[src/rtl/v2f_seq_mul_limb.sv]
// Sequential WIDTH x WIDTH unsigned multiplier that issues one 16x16->32 partial
// product per cycle, walking product columns from least to most significant and
// folding each column into a 40-bit accumulator. Truncated mode yields the low
// WIDTH bits of A*B; full mode yields the whole 2*WIDTH-bit product.
module v2f_seq_mul_limb #(
    parameter int WIDTH        = 64,
    parameter int FULL_PRODUCT = 0,
    localparam int Y_WIDTH     = (FULL_PRODUCT != 0) ? 2 * WIDTH : WIDTH
) (
    input  logic               CLK,
    input  logic               SRST,
    input  logic               IN_VALID,
    output logic               IN_READY,
    input  logic [WIDTH-1:0]   A,
    input  logic [WIDTH-1:0]   B,
    output logic               OUT_VALID,
    input  logic               OUT_READY,
    output logic [Y_WIDTH-1:0] Y,
    output logic               BUSY
);

    localparam int L    = WIDTH / 16;
    localparam int KMAX = (FULL_PRODUCT != 0) ? 2 * L - 2 : L - 1;
    localparam int YL   = Y_WIDTH / 16;
    localparam logic [5:0] LAST_LIMB = 6'(L - 1);
    localparam logic [5:0] LAST_COL  = 6'(KMAX);

    if ((WIDTH % 16) != 0 || WIDTH < 16 || WIDTH > 256) begin : g_width_check
        $error("v2f_seq_mul_limb: WIDTH must be a multiple of 16 in 16..256");
    end

    typedef enum logic [1:0] {
        S_IDLE,
        S_BUSY,
        S_DONE
    } state_t;

    state_t             state;
    logic [WIDTH-1:0]   a_reg;
    logic [WIDTH-1:0]   b_reg;
    logic [5:0]         i_idx;
    logic [5:0]         k_idx;
    logic [39:0]        acc;
    logic [Y_WIDTH-1:0] y_reg;
    logic               out_valid_reg;
    logic               busy_reg;
    logic               in_ready_reg;

    logic [5:0]         j_idx;
    logic [15:0]        a_limb;
    logic [15:0]        b_limb;
    logic [31:0]        product;
    logic [39:0]        sum;
    logic [5:0]         i_max;
    logic               col_last;
    logic               op_last;
    logic [5:0]         k_next;
    logic [5:0]         i_start;
    logic [Y_WIDTH-1:0] y_col;

    // Select the current limb pair, form its partial product and work out where the walk goes next.
    always_comb begin
        a_limb = '0;
        b_limb = '0;
        j_idx  = k_idx - i_idx;
        for (int n = 0; n < L; n++) begin
            if (i_idx == 6'(n)) a_limb = a_reg[16*n +: 16];
            if (j_idx == 6'(n)) b_limb = b_reg[16*n +: 16];
        end
        product  = 32'(a_limb) * 32'(b_limb);
        sum      = acc + {8'd0, product};
        i_max    = (k_idx < LAST_LIMB) ? k_idx : LAST_LIMB;
        col_last = (i_idx == i_max);
        op_last  = col_last && (k_idx == LAST_COL);
        k_next   = k_idx + 6'd1;
        i_start  = (k_next > LAST_LIMB) ? (k_next - LAST_LIMB) : 6'd0;
        y_col    = y_reg;
        for (int n = 0; n < YL; n++) begin
            if (k_idx == 6'(n)) y_col[16*n +: 16] = sum[15:0];
        end
        if (FULL_PRODUCT != 0 && op_last) y_col[Y_WIDTH-1 -: 16] = sum[31:16];
    end

    // Handshake FSM plus column walk; a column's low 16 bits retire into Y and the rest carries on.
    always_ff @(posedge CLK) begin
        if (SRST) begin
            state         <= S_IDLE;
            a_reg         <= '0;
            b_reg         <= '0;
            i_idx         <= '0;
            k_idx         <= '0;
            acc           <= '0;
            y_reg         <= '0;
            out_valid_reg <= 1'b0;
            busy_reg      <= 1'b0;
            in_ready_reg  <= 1'b1;
        end else begin
            case (state)
                S_IDLE: begin
                    if (IN_VALID) begin
                        a_reg        <= A;
                        b_reg        <= B;
                        i_idx        <= '0;
                        k_idx        <= '0;
                        acc          <= '0;
                        state        <= S_BUSY;
                        busy_reg     <= 1'b1;
                        in_ready_reg <= 1'b0;
                    end
                end
                S_BUSY: begin
                    if (col_last) begin
                        y_reg <= y_col;
                        acc   <= {16'd0, sum[39:16]};
                        if (op_last) begin
                            state         <= S_DONE;
                            busy_reg      <= 1'b0;
                            out_valid_reg <= 1'b1;
                        end else begin
                            k_idx <= k_next;
                            i_idx <= i_start;
                        end
                    end else begin
                        acc   <= sum;
                        i_idx <= i_idx + 6'd1;
                    end
                end
                S_DONE: begin
                    if (OUT_READY) begin
                        state         <= S_IDLE;
                        out_valid_reg <= 1'b0;
                        in_ready_reg  <= 1'b1;
                    end
                end
                default: begin
                    state         <= S_IDLE;
                    busy_reg      <= 1'b0;
                    out_valid_reg <= 1'b0;
                    in_ready_reg  <= 1'b1;
                end
            endcase
        end
    end

    assign IN_READY  = in_ready_reg;
    assign OUT_VALID = out_valid_reg;
    assign BUSY      = busy_reg;
    assign Y         = y_reg;

endmodule

[config.mk]
export PLATFORM = sky130hd
export DESIGN_NAME = v2f_seq_mul_limb
export DESIGN_NICKNAME = d
export VERILOG_FILES = /design/src/rtl/v2f_seq_mul_limb.sv
export SDC_FILE = /design/constraint.sdc
export NUM_CORES = 1
export LEC_CHECK = 0
export ABC_AREA = 0
export CORE_UTILIZATION = 35
export DETAILED_ROUTE_END_ITERATION = 10
export HOLD_SLACK_MARGIN = 0.1
export MAX_ROUTING_LAYER = met4
export PLACE_DENSITY = 0.5
export SLEW_MARGIN = 20
export SYNTH_ARGS = -nofsm -noshare
export SYNTH_HDL_FRONTEND = slang
export SYNTH_SLANG_ARGS = --single-unit
[constraint.sdc]
create_clock -name CLK -period 23 [get_ports CLK]
set_clock_uncertainty 0.05 [all_clocks]
set_input_delay 4.6 -clock CLK [delete_from_list [all_inputs] [get_ports CLK]]
set_output_delay 4.6 -clock CLK [all_outputs]
set_load 0.01 [all_outputs]
==> summary.txt <==
Outcome
  • Status: finished, final reports clean

Clocking
  • Clock Tree Buf Depth: 3
  • Post-CTS setup buffers: 0
  • CTS buffer count: 30
  • Worst skew pair latency: 0.60 ns
  • Post-CTS sizing: 0
  • Clk slew on worst S/H paths: 0.06 ns
  • Clock root cell: clkbuf_16
  • CTS Sinks: 249
  • H-tree depth: 1
  • Post-cts hold buffer count: 0
  • TritonCTS clock tree: done

Power
  • Clock group share of total power: 34.3%
  • Flop pwr share: between 30% and 40%
  • Switch share: 37.48%
  • Sw Pwr: roughly 550 uW
  • Pwr dens: 61.17 nW/um^2
  • Logic pwr share: 34.0%
  • Max rail drop VDD: 0.05745 mV
  • P_leak: between 10 and 15 nW
  • Cell Int Power: 925.8 uW

Critical path
  • WP data arrival: 10.30 ns
  • Worst stage delay on the critical path: a little over 0.9 ns
  • Critical path startpoint category: register
  • Max FO, Critical Path: 24
  • WP buf/inv: 5
  • Worst path slowest cell: a211oi_1
  • CP required: 23.40 ns
  • Setup CP Type: reg -> reg
  • Crit path max-delay family: adder cells
  • Element type at the critical path end: register
  • Critical Path Most Common Cell: fa_1

Route
  • Vias per inst: 5.176
  • Via count of the routed design: 17821
  • 1st-iter DRT viols: 1176
  • First-pass detailed-route iteration total: 7
  • Post-route DRC: 0
  • WL final: 69450 um
  • Post-route ant nets: 0
  • Wire per inst: 20.17 um

Placement
  • Placed Area: 23130 um^2
  • I/O Buffers: between 150 and 200
  • DP Wirelength: 53910 um
  • RD Place Congestion: 0.9461

STA
  • Unrepaired setup endpoints after global routing: no
  • Worst relative slew slack: roughly 23%
  • Worst slew pin tran: 1.151 ns
  • Max Freq: slightly above 0.1 GHz
  • Tmin final: 9.898 ns
  • Max-slew violations: 0
  • Setup TNS: 0 ns
  • Tcrit/Tclk final: 43.03%
  • Hold Fails Final Rpt: 0
  • Hold WS: 0.3970 ns
  • Final setup violation count: 0

Floorplanning
  • Die footprint: 59780 um^2
  • Die Span Y: between 200 and 250 um
  • Effective utilization at floorplan: 35.54%
  • Die W: 244.5 um
  • Number of cell rows: 88
  • Core area: a little under 60000 um^2
  • I/O pins: 199

Logic synthesis
  • Syn_area_per_cell: 8.107 um^2
  • Yosys reg bits: 249
  • Post-synth cell types: 78
  • Synth Area in Compound Gates: 14.86%
  • Number of flops mapped to enable cells by yosys: 0
  • Asr flop ratio synth: 0%
  • Top FF cell, synth: dfxtp_1
  • Cells after Synth: 2539
  • Yosys top cell area share: between 20% and 30%
  • Seq/Total Area, Yosys: 24.22%
  • Post-Synth Simple-Gate Area: a little under a fifth
  • Yosys top cell by area: dfxtp_1
  • Yosys warnings: 0
  • Post-Synth XOR/XNOR Area: 1.702%
  • Largest family of logic cells by synthesized area: adder cells
  • Synth top area cells: dfxtp_1 24%, fa_1 22%, nand2_1 10%, ha_1 7.5%, a21oi_1 6.4%
  • Mux contribution to synthesized area: under 10%
  • Syn_nets: 3022
  • Synth Area in Adders: 29.62%
  • Mapped cell area: slightly above 20000 um^2

Global routing
  • GR Overflow Total: 0
  • Global-route wire length before repair: 106000 um
  • GRT Total Usage: 23.85%
  • Antenna violations before repair: 4
  • Vias in the first global route: ~18000
  • Largest net degree at the start of global routing: 100

Final layout
  • Nets: around 3100
  • Syn-to-layout area delta: 17.60%
  • Layout cells sized above 1: under 10%
  • Filler cell count: 6028
  • Sequential cell area: between 4000 and 5000 um^2
  • Final Cell Area: 24210 um^2
  • Final Util: 41.79%
  • Multi-input gate area: 13720 um^2

Min path
  • Hold Path Class: reg -> reg

Flow run
  • Max_cap viols: 0
==> routing by layer <==
layer | share of wire (%) | up-vias | wire, um | GRT usage [%]
li1 | - | 8386 | - | -
met1 | 44 | 8806 | 30880 | 31.70
met2 | 47 | 523 | 32310 | 37.12
met3 | 6.0 | 106 | 4134 | 3.665
met4 | 3.1 | 0 | 2123 | 7.610
met5 | 0 | - | 0 | -
==> power by group through the flow <==
stage               clock network (mW)  registers, mW  logic (mW)
floorplan                            0          0.475       0.312
global placement                     0          0.479       0.499
detailed placement                   0          0.479       0.502
CTS                              0.517          0.470       0.505
global route                     0.534          0.472       0.555
finish                           0.508          0.470       0.503
==> cell type report <==
type,count,share of cell area [%]
Antenna cell,3,0.03101
Clock buffer,39,3.489
Clock inverter,14,0.8736
Inverter,349,5.412
Multi-Input combinational cell,1801,56.66
Sequential cell,249,20.59
Tap cell,765,3.954
Timing Repair Buffer,223,8.984
==> worst paths after layout <==
check / startpoint / cells after the start / endpoint / slack (ns)
worst max-delay path: i_idx[1] / 29 / acc[22] / 13.10
worst min-delay path: Y[57] / 2 / Y[57] / 0.40
worst max register to register: i_idx[1] / 29 / acc[22] / 13.10
worst min register to register: Y[57] / 2 / Y[57] / 0.40
==> Yosys cell counts, types with 6 or more instances <==
cell type / n
clkbuf_1: 88
a211oi_1: 22
o211ai_1: 8
a211o_1: 10
a21oi_1: 263
xor2_1: 17
a222oi_1: 20
dfxtp_1: 249
a22oi_1: 11
nand3_1: 18
nand2_1: 569
o21a_1: 8
a211oi_2: 6
nor3_1: 30
a31oi_1: 7
xnor2_1: 23
ha_1: 124
nor2_1: 169
mux4_2: 7
or3_1: 8
mux2i_1: 15
fa_1: 227
and2_1: 27
nand2b_1: 16
buf_4: 7
o22ai_1: 7
nand4_1: 6
o21ai_0: 29
a21o_1: 29
nor2b_1: 26
o21ai_1: 6
and3_1: 11
inv_1: 348
buf_2: 43
==> logic make-up (layout without fill, tap and decap cells) <==
family / count (synthesis) / after routing
compound gates: 478 / 478
xor+xnor: 40 / 40
fa+ha+maj: 351 / 351
buf+inv: 489 / 625
simple gates: 910 / 910
flops: 249 / 249
mux: 22 / 22
other cells: 0 / 3
==> worst min-delay path: stages (launching register included) <==
cell	delay [ns]
dfxtp_1	0.30
nand2_1	0.05
a21oi_1	0.05
==> cells in the final DEF, fill, tap and decap left out, types with 10 or more instances in the layout <==
| master | n |
|---|---|
| nor2b_1 | 25 |
| and2_1 | 27 |
| nand3_1 | 18 |
| a211o_1 | 10 |
| o21ai_0 | 29 |
| ha_1 | 124 |
| nor3_1 | 30 |
| inv_1 | 348 |
| a21o_1 | 29 |
| nand2b_1 | 16 |
| dfxtp_1 | 249 |
| a22oi_1 | 11 |
| fa_1 | 226 |
| nor2_1 | 168 |
| and3_1 | 11 |
| a211oi_1 | 20 |
| buf_4 | 24 |
| xnor2_1 | 22 |
| nand2_1 | 568 |
| mux2i_1 | 15 |
| a222oi_1 | 20 |
| a21oi_1 | 263 |
| xor2_1 | 17 |
| clkbuf_16 | 30 |
| clkdlybuf4s50_1 | 197 |
==> per-stage QoR <==
step / setup slack, ns / power (mW) / instances
floorplan: 14.81 / 0.7875 / 2539
global placement: 13.12 / 0.9779 / 3386
detailed placement: 13.35 / 0.9816 / 3387
CTS: 13.30 / 1.492 / 3440
global route: 12.75 / 1.561 / 3442
finish: 13.10 / 1.481 / 3443
Note: power is estimated with default switching activity, not from simulation.
==> edit, RTL diff (config.mk and constraints unchanged) <==
Reset style: asynchronous (`SRST`), changed in one clocked block.
--- a/src/rtl/v2f_seq_mul_limb.sv
+++ b/src/rtl/v2f_seq_mul_limb.sv
@@ -82,7 +82,7 @@
     end
 
     // Handshake FSM plus column walk; a column's low 16 bits retire into Y and the rest carries on.
-    always_ff @(posedge CLK) begin
+    always_ff @(posedge CLK or posedge SRST) begin
         if (SRST) begin
             state         <= S_IDLE;
             a_reg         <= '0;
Behaviour: not the same (a bounded check fails within 4 cycles, from zero or initial values and one cycle with SRST high; the reset may be asserted at any time).
==> edit against the unedited design <==
Global-route usage down 0.63 points; worst setup slack better by 480 ps; sequential cell count unchanged; area after synthesis up 2.3%; design area up 2.6%; count of clock-buffer cells in the layout up 1; critical path type unchanged; highest routed layer unchanged; largest cell class unchanged; final cell count down 4.0%; wire length down 2.2%; non-clock buffer count up 6; first-iteration DRC count down 23%.
Power is not compared: it rests on default switching activity, and its combinational part moved more than twofold at a synthesized area within 25%.
==> edit: results <==
[global_routing]
grt_pass1_wl_um = 105000
grtUsageTotal_pct = 23.2
grt_max_degree = 129
grt_antenna_before_repair = 1

[critical_path]
r2r_setup_slack_ps = 13590
r2r-start = i_idx[1]
crit_path_start = i_idx[1]
cp.arrival_ps = 9860
rr_endpoint = acc[18]

[worst_hold_path]
hold_start = b_reg[54]
whs_endpoint = b_reg[54]

[detailed_routing]
vias = 16655
routedWlPerCell_um = 20.6
wl_um = 67900
drt-initial-drc-count = 908

[yosys]
synthFlopType = dfrtp_1
synth_area_leaders = dfrtp_1 29%, fa_1 22%, nand2_1 11%
ys_seq_area_share_pct = 29.6
synth_async_sr_flop_share_pct = 100
yosys-top-cells-count = 596 x nand2_1, 349 x inv_1, 248 x dfrtp_1

[status]
outcome = completed

[final_layout]
finalNetCount = 2991
layout-drive-gt1-share_pct = 6.48

[timing]
tightest_slew_ps = 1090

[place]
postPlaceCellArea_mm2 = 0.0238
routabilityCongestion = 0.937
edit: worst max-delay path by stage:
stage	endpoint	cells past startpoint
after detailed placement	acc[18]	29
after floorplan	BUSY	1
after global routing	acc[18]	29
after CTS	acc[18]	29
final	acc[18]	29
after global placement	acc[18]	29
edit: kinds of logic after synthesis:
logic type / share of synthesized area (%)
AO/OA/AOI/OAI: 9.79
XOR/XNOR: 1.54
adder cells (fa/ha/maj): 28.9
buffers and inverters: 8.48
flip-flops: 29.6
multiplexers: 3.83
AND/OR/NAND/NOR: 17.8
edit: final cells by class:
class | count | area [um^2]
Clock buffer | 40 | 850
Clock inverter | 15 | 141
Sequential cell | 249 | 6230
Tap cell | 773 | 967
Fill cell | 5929 | 34400
Inverter | 349 | 1320
Multi-Input combinational cell | 1649 | 13100
Timing Repair Buffer | 229 | 2230
edit: power by group through the flow:
stage	Clock [W]	Sequential, W	Combinational (W)
after floorplan	0	0.000737	0.00140
after global placement	0	0.000751	0.00222
after detailed placement	0	0.000756	0.00225
after CTS	0.000493	0.000748	0.00226
after global routing	0.000512	0.000770	0.00247
final	0.000480	0.000748	0.00224
edit: through the flow:
step | hold WS, ps | util (%) | setup WS (ps)
floorplan | 388 | - | 11510
global placement | 402 | 40.1 | 13280
detailed placement | 407 | 40.2 | 13510
CTS | 422 | 41.9 | 13530
global route | 441 | 41.9 | 12990
finish | 418 | 41.9 | 13590
edit: critical path, delay by kind of cell, from the launching register on:
kind | cells | cell delay (ps)
compound gates | 10 | 2850
simple gates | 5 | 1120
mux | 1 | 370
buf+inv | 5 | 570
fa+ha+maj | 8 | 3890
flops | 1 | 480
edit: metal layers:
layer | wire length, um | vias up | GRT usage, %
li1 | - | 7774 | -
met2 | 34000 | 316 | 38.4
met3 | 2400 | 62 | 2.53
met4 | 1000 | 0 | 4.10
met5 | 0 | - | -
met1 | 30500 | 8503 | 31.0
